File: src/rtl/mod100_disp_pkg.sv
// Shared types and constants for the mod-100 display driver.
// Build option: MOD100_DISP_BLANK_EN enables leading-zero blanking.
package mod100_disp_pkg;

    typedef enum logic [1:0] {
        IDLE,
        SHIFT,
        COMMIT
    } conv_state_t;

    localparam logic [6:0] MAX_COUNT   = 7'd99;
    localparam logic [2:0] SHIFT_ITERS = 3'd7;
    localparam logic [6:0] SEG_OFF     = 7'b0000000;

    localparam logic [6:0] SEG_DIGIT [0:9] = '{
        7'h3F, 7'h06, 7'h5B, 7'h4F, 7'h66,
        7'h6D, 7'h7D, 7'h07, 7'h7F, 7'h6F
    };

    function automatic logic [6:0] seg_encode(input logic [3:0] d);
        if (d <= 4'd9) begin
            return SEG_DIGIT[d];
        end
        return SEG_OFF;
    endfunction

endpackage

File: src/rtl/mod100_disp_driver_bin2bcd_seq.sv
// Capture, saturate and sequential double-dabble conversion.
// Produces committed tens/ones digits with a one-cycle done pulse.
module bin2bcd_seq
    import mod100_disp_pkg::*;
(
    input  logic       clk,
    input  logic       rst_n,
    input  logic       load,
    input  logic [6:0] bin,
    output logic       busy,
    output logic       done,
    output logic       range_err,
    output logic [3:0] tens,
    output logic [3:0] ones
);

    conv_state_t state;
    logic [14:0] scratch;
    logic [14:0] adj;
    logic [2:0]  iter;
    logic        over;

    assign over = (bin > MAX_COUNT);

    // Add-3 correction of each BCD nibble before the shift.
    always_comb begin
        adj = scratch;
        if (scratch[14:11] >= 4'd5) begin
            adj[14:11] = scratch[14:11] + 4'd3;
        end
        if (scratch[10:7] >= 4'd5) begin
            adj[10:7] = scratch[10:7] + 4'd3;
        end
    end

    // Converter FSM with registered status outputs.
    always_ff @(posedge clk or negedge rst_n) begin
        if (!rst_n) begin
            state     <= IDLE;
            scratch   <= '0;
            iter      <= '0;
            busy      <= 1'b0;
            done      <= 1'b0;
            range_err <= 1'b0;
            tens      <= '0;
            ones      <= '0;
        end else begin
            done      <= 1'b0;
            range_err <= 1'b0;
            case (state)
                IDLE: begin
                    if (load) begin
                        state     <= SHIFT;
                        busy      <= 1'b1;
                        iter      <= '0;
                        range_err <= over;
                        scratch   <= {8'd0, over ? MAX_COUNT : bin};
                    end
                end
                SHIFT: begin
                    scratch <= {adj[13:0], 1'b0};
                    iter    <= iter + 3'd1;
                    if (iter == SHIFT_ITERS - 3'd1) begin
                        state <= COMMIT;
                    end
                end
                COMMIT: begin
                    tens  <= scratch[14:11];
                    ones  <= scratch[10:7];
                    done  <= 1'b1;
                    busy  <= 1'b0;
                    state <= IDLE;
                end
                default: begin
                    state <= IDLE;
                    busy  <= 1'b0;
                end
            endcase
        end
    end

endmodule

File: src/rtl/mod100_disp_driver.sv
// Two-digit multiplexed seven-segment driver for a 0..99 count.
// Build option: MOD100_DISP_BLANK_EN blanks a zero tens digit.
module mod100_disp_driver
    import mod100_disp_pkg::*;
#(
    parameter int REFRESH_DIV = 50000
) (
    input  logic       clk,
    input  logic       rst_n,
    input  logic [6:0] count_in,
    input  logic       load,
    output logic       busy,
    output logic       done,
    output logic       range_err,
    output logic [3:0] bcd_tens,
    output logic [3:0] bcd_ones,
    output logic [6:0] seg,
    output logic [1:0] an
);

    localparam int RW = (REFRESH_DIV > 2) ? $clog2(REFRESH_DIV) : 1;
    localparam logic [RW-1:0] RMAX = RW'(REFRESH_DIV - 1);

    logic [RW-1:0] rcnt;
    logic          wrap;
    logic [1:0]    an_next;
    logic [3:0]    digit;
    logic [6:0]    seg_next;

    bin2bcd_seq u_conv (
        .clk       (clk),
        .rst_n     (rst_n),
        .load      (load),
        .bin       (count_in),
        .busy      (busy),
        .done      (done),
        .range_err (range_err),
        .tens      (bcd_tens),
        .ones      (bcd_ones)
    );

    // Select the next digit and its segment pattern.
    always_comb begin
        wrap     = (rcnt == RMAX);
        an_next  = wrap ? {an[0], an[1]} : an;
        digit    = an_next[1] ? bcd_tens : bcd_ones;
        seg_next = seg_encode(digit);
`ifdef MOD100_DISP_BLANK_EN
        if (an_next[1] && (bcd_tens == 4'd0)) begin
            seg_next = SEG_OFF;
        end
`endif
    end

    // Refresh counter and registered digit/segment outputs.
    always_ff @(posedge clk or negedge rst_n) begin
        if (!rst_n) begin
            rcnt <= '0;
            an   <= 2'b01;
            seg  <= SEG_DIGIT[0];
        end else begin
            rcnt <= wrap ? '0 : rcnt + 1'b1;
            an   <= an_next;
            seg  <= seg_next;
        end
    end

endmodule

File: config.mk
export PLATFORM = sky130hd
export DESIGN_NAME = mod100_disp_driver
export DESIGN_NICKNAME = d
export VERILOG_FILES = /design/src/rtl/mod100_disp_pkg.sv /design/src/rtl/mod100_disp_driver_bin2bcd_seq.sv /design/src/rtl/mod100_disp_driver.sv
export SDC_FILE = /design/constraint.sdc
export NUM_CORES = 1
export LEC_CHECK = 0
export BUFFER_PORTS_ARGS = -buffer_cell sky130_fd_sc_hd__buf_2
export CAP_MARGIN = 40
export CORE_MARGIN = 8
export CORE_UTILIZATION = 62
export DETAILED_ROUTE_END_ITERATION = 10
export GPL_TIMING_DRIVEN = 0
export PLACE_DENSITY = 0.84
export SETUP_SLACK_MARGIN = 0.02
export SLEW_MARGIN = 20
export SYNTH_ARGS = -nofsm -noshare
export SYNTH_HDL_FRONTEND = slang
export SYNTH_SLANG_ARGS = --single-unit
File: constraint.sdc
create_clock -name clk -period 6.89 [get_ports clk]
set_input_delay 1.378 -clock clk [delete_from_list [all_inputs] [get_ports clk]]
set_output_delay 1.378 -clock clk [all_outputs]
set_load 0.02 [all_outputs]
==> run summary, run 1 <==
Worst-path cell chain - or4b_4, o41ai_2, a21boi_2, buf_6, mux2_2, ha_1, o21ai_2, a211oi_1
Post-synth EDFFs - 0
Post-Route WL - 5260 um
Worst Path Buf+Inv - 1
Met2 global-route usage - 28.4%
RSZ-0062 raised after global routing - no
Die area - 6840 um^2
Internal - 0.683 mW
Post-synth top cells - 49 x dfrtp_1, 25 x nor2_1, 21 x nand3_1
DP Area - 2970 um^2
Register area share after synthesis - 51.1%
Area Growth Syn to Fin - 11.1%
Syn Inst Count - 264
Post-synthesis cell type count - 42
Die X - 82.7 um
DRC viols - 0
Peak VDD IR - 214 uV
IO Pins - 30
Critical Path Start - rcnt[7]
Clock root buffer master - clkbuf_8
Ys flop type - dfrtp_1
Setup slack, reg-to-reg - 3.83 ns
Sw frac - 39.1%
Design area - 3060 um^2
Largest net degree at the start of global routing - 57
Insertion delay to the later sink of the worst-skew pair - 0.31 ns
Yosys top cell area share - 44.4%
DR vias/cell - 5.83
Final core occ - 70.9%
Vias in the first global route - 2031
Worst setup path end - seg[6]
Longest Clk Path Bufs - 2
Core Region - 4320 um^2
Worst setup EP type - flop
Max-cap violations - 0
Post-Layout Cell Count - 353
CP top delay family - compound AO/OA/AOI/OAI gates
Met3 usage - 4.22%
Gate power share - 39.3%
CP Launch Type - flop
CTS tree - yes
Area leader, netlist - dfrtp_1
Starting density of the core - 63.8%
Critical path depth - 8
Post_cts resized - 0
Tot GR Track Use - 17.1%
Min Tclk post-route - 3.06 ns
Die Y - 82.7 um
LEAKAGE - 1.49 nW
Crit path kind - reg2reg
Row Count - 24
Initial antenna violation count - 0
Met1 Use GR - 20.4%
Clock Skew - 0.00270 ns
Antenna Diode Count - 0
Final period utilization - 44.5%
Total Neg Setup Slack - 0 ns
Power per cell area - 366 nW/um^2
HPWL Detailed - 3760 um
Busiest grt layer - met2
R2r endpoint - seg[6]
Hold Violations, Final - 0
Clk pwr share - 16.4%
Placed insts - 345
Nets - 320
Global placement routability congestion - 0.772
Crit path max-delay cell type - or4b_4
Final ANT Viol Nets - 0
Peak per-stage delay on the critical path - 0.58 ns
Pre-Repair DR Iteration Count - 4
Worst r2r path cells - 8
Clk sink count - 56
Vias - 2059
Reg2reg start - rcnt[7]
Initial DRC count - 129
Count leader, synth - dfrtp_1
Synthesized Nets - 284
Postcts setup bufs - 0
Ys Warns - 0
# H-tree levels - 2
Setup violators final - 0
# fillers - 324
Share of layout cells above drive strength 1 - 20.3%
Synthesized area - 2760 um^2
WL per Instance - 14.9 um
Remaining Overflow, GRT - 0
Worst-path clk slew - 0.09 ns
CP arrival - 3.25 ns
Relative slew slack - 54.7%
Sequential power share - 44.4%
Worst Tran Pin Value - 0.679 ns
Outcome - completed
Max Clk Rate - 326 MHz
Avg Synthesized Cell Area - 10.5 um^2
Synth top area cells - dfrtp_1 44%, dfstp_2 6.7%, ha_1 4.5%
Port bufs - 29
Hold Crit Class - reg2reg
# hold bufs at CTS - 0
Total CTS buffers - 5
Sw Pwr - 0.438 mW
Critical path required time - 7.08 ns
Final-report max-slew violation count - 0
Ys async rst share - 100%
First-pass GRT wire length - 9040 um
#FFs+latches synth - 56
Crit path max fanout - 10
logic make-up after synthesis:
logic type      share of synthesized area [%]
buf+inv                                  3.40
xor+xnor                                 5.40
fa+ha+maj                                4.54
mux                                      6.35
compound gates                           11.9
flops                                    51.1
simple gates                             17.3
area by class of cell:
class / instances / area (um^2) / area share (%)
Sequential cell: 56 / 1410 / 46.0
Multi-Input combinational cell: 185 / 1250 / 41.0
Buffer: 7 / 33.8 / 1.10
Tap cell: 52 / 65.1 / 2.12
Clock buffer: 6 / 82.6 / 2.69
Timing Repair Buffer: 29 / 148 / 4.82
Clock inverter: 2 / 10.0 / 0.327
Inverter: 16 / 60.1 / 1.96
power by group through the flow:
stage | combinational (mW) | sequential, mW | clock (mW)
after floorplan | 0.290 | 0.531 | 0
after global placement | 0.427 | 0.499 | 0
after detailed placement | 0.440 | 0.502 | 0
after CTS | 0.444 | 0.497 | 0.190
after global routing | 0.493 | 0.512 | 0.201
final | 0.440 | 0.498 | 0.183
worst register-to-register path: cells and delay by family (launching register included):
kind            cells  cell delay (ns)
buf+inv             1             0.19
fa+ha+maj           1             0.24
compound gates      4             1.14
simple gates        1             0.58
flops               1             0.44
mux                 1             0.36
cells in the final DEF, fill, tap and decap left out, drive strengths merged, types with 2 or more instances in the layout:
cell type   n
a21oi       7
a221o       3
a221oi      2
a22oi       3
a32o        2
and2        2
and3        6
buf        30
clkbuf     12
clkinv      2
dfrtp      49
dfstp       7
ha         10
inv        16
mux2        9
mux2i       7
nand2      20
nand2b      4
nand3      21
nand4       3
nor2       25
nor2b       2
nor3        6
o211ai      3
o21ai      17
o22ai       2
o31ai       3
or4bb       2
xnor2       6
xor2       11
layer usage:
metal	share of wire, %	wire, um
met5	0	0
met2	50	2650
met1	43	2260
met4	2.2	115
met3	4.5	236
flip-flops by register name, indices dropped and copies added, names as in the netlist, 2 cells and up:
name and count:
rcnt 16, u_conv.scratch 15, seg 7, u_conv.ones 4
u_conv.tens 4, u_conv.iter 3, an 2, u_conv.state 2
worst min-delay path by stage:
| stage | startpoint | endpoint | slack [ns] | cells past startpoint |
|---|---|---|---|---|
| 4_1_cts | u_conv.scratch[6] | u_conv.scratch[7] | 0.50 | 2 |
| 3_3_place_gp | u_conv.scratch[6] | u_conv.scratch[7] | 0.47 | 2 |
| 6_report | u_conv.scratch[6] | u_conv.scratch[7] | 0.49 | 2 |
| 3_5_place_dp | u_conv.scratch[6] | u_conv.scratch[7] | 0.48 | 2 |
| 2_1_floorplan | u_conv.scratch[6] | u_conv.scratch[7] | 0.45 | 2 |
| 5_1_grt | u_conv.scratch[6] | u_conv.scratch[7] | 0.53 | 2 |
stage by stage:
stage	power (mW)	hold slack [ns]	worst slack [ns]
after floorplan	0.820	0.449	4.10
after global placement	0.927	0.469	3.92
after detailed placement	0.943	0.482	3.86
after CTS	1.13	0.504	3.83
after global routing	1.21	0.531	3.62
final	1.12	0.491	3.83
(Power assumes the default switching activity.)
==> run 2: changes to the inputs <==
- CORE_UTILIZATION: 62 -> 52
- PLACE_DENSITY: 0.84 -> 0.75
- clock period: 6.89 -> 2.74 ns (I/O delays scaled with it)
==> run summary, run 2 (synthesis gave the netlist of run 1 again) <==
Outcome - completed
Final period utilization - 99.5%
Final-report max-slew violation count - 0
Clock Skew - 0.00986 ns
Max reg flops - 16
Worst setup EP type - flop
Clock root buffer master - clkbuf_8
DP Area - 3020 um^2
RSZ-0062 raised after global routing - yes
Largest regs - rcnt (16), u_conv.scratch (15), seg (7)
Share of layout cells above drive strength 1 - 26.6%
Power per cell area - 901 nW/um^2
WL per Instance - 14.8 um
CP Launch Type - flop
Min Tclk post-route - 2.73 ns
Hold Crit Class - in2async
Peak per-stage delay on the critical path - 0.58 ns
CP top delay family - compound AO/OA/AOI/OAI gates
Total Neg Setup Slack - 0 ns
Initial DRC count - 99
Worst Path Buf+Inv - 2
DR vias/cell - 5.53
CTS tree - yes
Largest net degree at the start of global routing - 57
Die X - 88.8 um
Row Count - 26
Die Y - 88.8 um
Worst-path cell chain - or4b_4, o41ai_4, a21boi_4, buf_8, mux2_4, inv_4, ha_4, nand2_1, mux2_2, o211ai_1
Insertion delay to the later sink of the worst-skew pair - 0.31 ns
Setup violators final - 0
Area Growth Syn to Fin - 18.7%
DRC viols - 0
Port bufs - 29
Tot GR Track Use - 15.0%
Biggest register - rcnt
Worst Tran Pin Value - 0.676 ns
HPWL Detailed - 3780 um
Crit path max fanout - 4
Pre-Repair DR Iteration Count - 5
First-pass GRT wire length - 9360 um
Clk sink count - 56
Max-cap violations - 0
Crit path max-delay cell type - or4b_4
Initial antenna violation count - 0
Peak VDD IR - 610 uV
Max Clk Rate - 367 MHz
Worst-path clk slew - 0.10 ns
Longest Clk Path Bufs - 2
Core Region - 5110 um^2
# hold bufs at CTS - 0
Most common cell after layout, fill and taps aside - dfrtp_1
# H-tree levels - 2
CP arrival - 2.96 ns
Antenna Diode Count - 0
Critical path required time - 2.97 ns
Post-Route WL - 5670 um
Vias - 2114
Hold Violations, Final - 0
IO Pins - 30
Relative slew slack - 54.9%
Final ANT Viol Nets - 0
Total CTS buffers - 5
Die area - 7890 um^2
Vias in the first global route - 2100
Remaining Overflow, GRT - 0
Design area - 3270 um^2
Nets - 331
LEAKAGE - 1.55 nW
Most frequent cells in the layout - 48 x dfrtp_1, 28 x buf_2, 25 x nor2_1
Starting density of the core - 54.0%
Global placement routability congestion - 0.876
Crit path kind - reg2reg
## run 2: changes by cell type in the layout (fill, tap and decap cells not counted), sizes merged
cell and change:
buf +11, clkinv -2, clkinvlp +2
## run 2: cell type report
type                    instances  area [um^2]
clock inverters                 2         15.0
repair buffers                 40          230
multi-input cells             185         1350
well taps                      70         87.6
flip-flops and latches         56         1410
inverters                      16         62.6
fillers                       395         1830
clock buffers                   6         82.6
plain buffers                   7         37.5
## run 2: worst paths after layout
path	startpoint	endpoint	slack [ns]	cells after the start
worst max-delay path	rcnt[10]	seg[4]	0.01	10
worst min-delay path	rst_n	u_conv.iter[0]	0.26	1
worst max register to register	rcnt[10]	seg[4]	0.01	10
worst min register to register	u_conv.scratch[6]	u_conv.scratch[7]	0.49	2
max in group asynchronous	rst_n	rcnt[4]	2.01	1
min in group clk	count_in[0]	u_conv.scratch[0]	0.45	3
## run 2: report_power, final
| part | internal (mW) | total [mW] | switching [mW] |
|---|---|---|---|
| combinational | 0.504 | 1.21 | 0.706 |
| clock | 0.205 | 0.481 | 0.276 |
| sequential | 1.07 | 1.26 | 0.192 |
## run 2: through the flow
stage,worst slack [ns],total power [mW],hold WS (ns),cells,utilization (%)
2_1_floorplan,0.00806,2.07,0.252,264,-
3_3_place_gp,-0.234,2.35,0.467,363,59.0
3_5_place_dp,-0.287,2.39,0.470,363,59.1
4_1_cts,-0.0116,2.94,0.294,378,63.3
5_1_grt,-0.110,3.18,0.323,382,64.1
6_report,0.0132,2.95,0.264,382,64.1
## run 2: layer usage
layer | share of wire [%] | vias up | global-route usage, %
li1 | - | 1028 | -
met1 | 45 | 1033 | 17.7
met2 | 49 | 46 | 25.9
met3 | 4.8 | 7 | 3.34
met4 | 1.0 | 0 | 5.22
met5 | 0 | - | 0
## run 2: what timing repair did
| action | in CTS | in global routing |
|---|---|---|
| gates resized for setup | 11 | 3 |
| pin swaps | 3 | 2 |
| setup endpoints to repair | 7 | 7 |
| setup buffers | 7 | 4 |
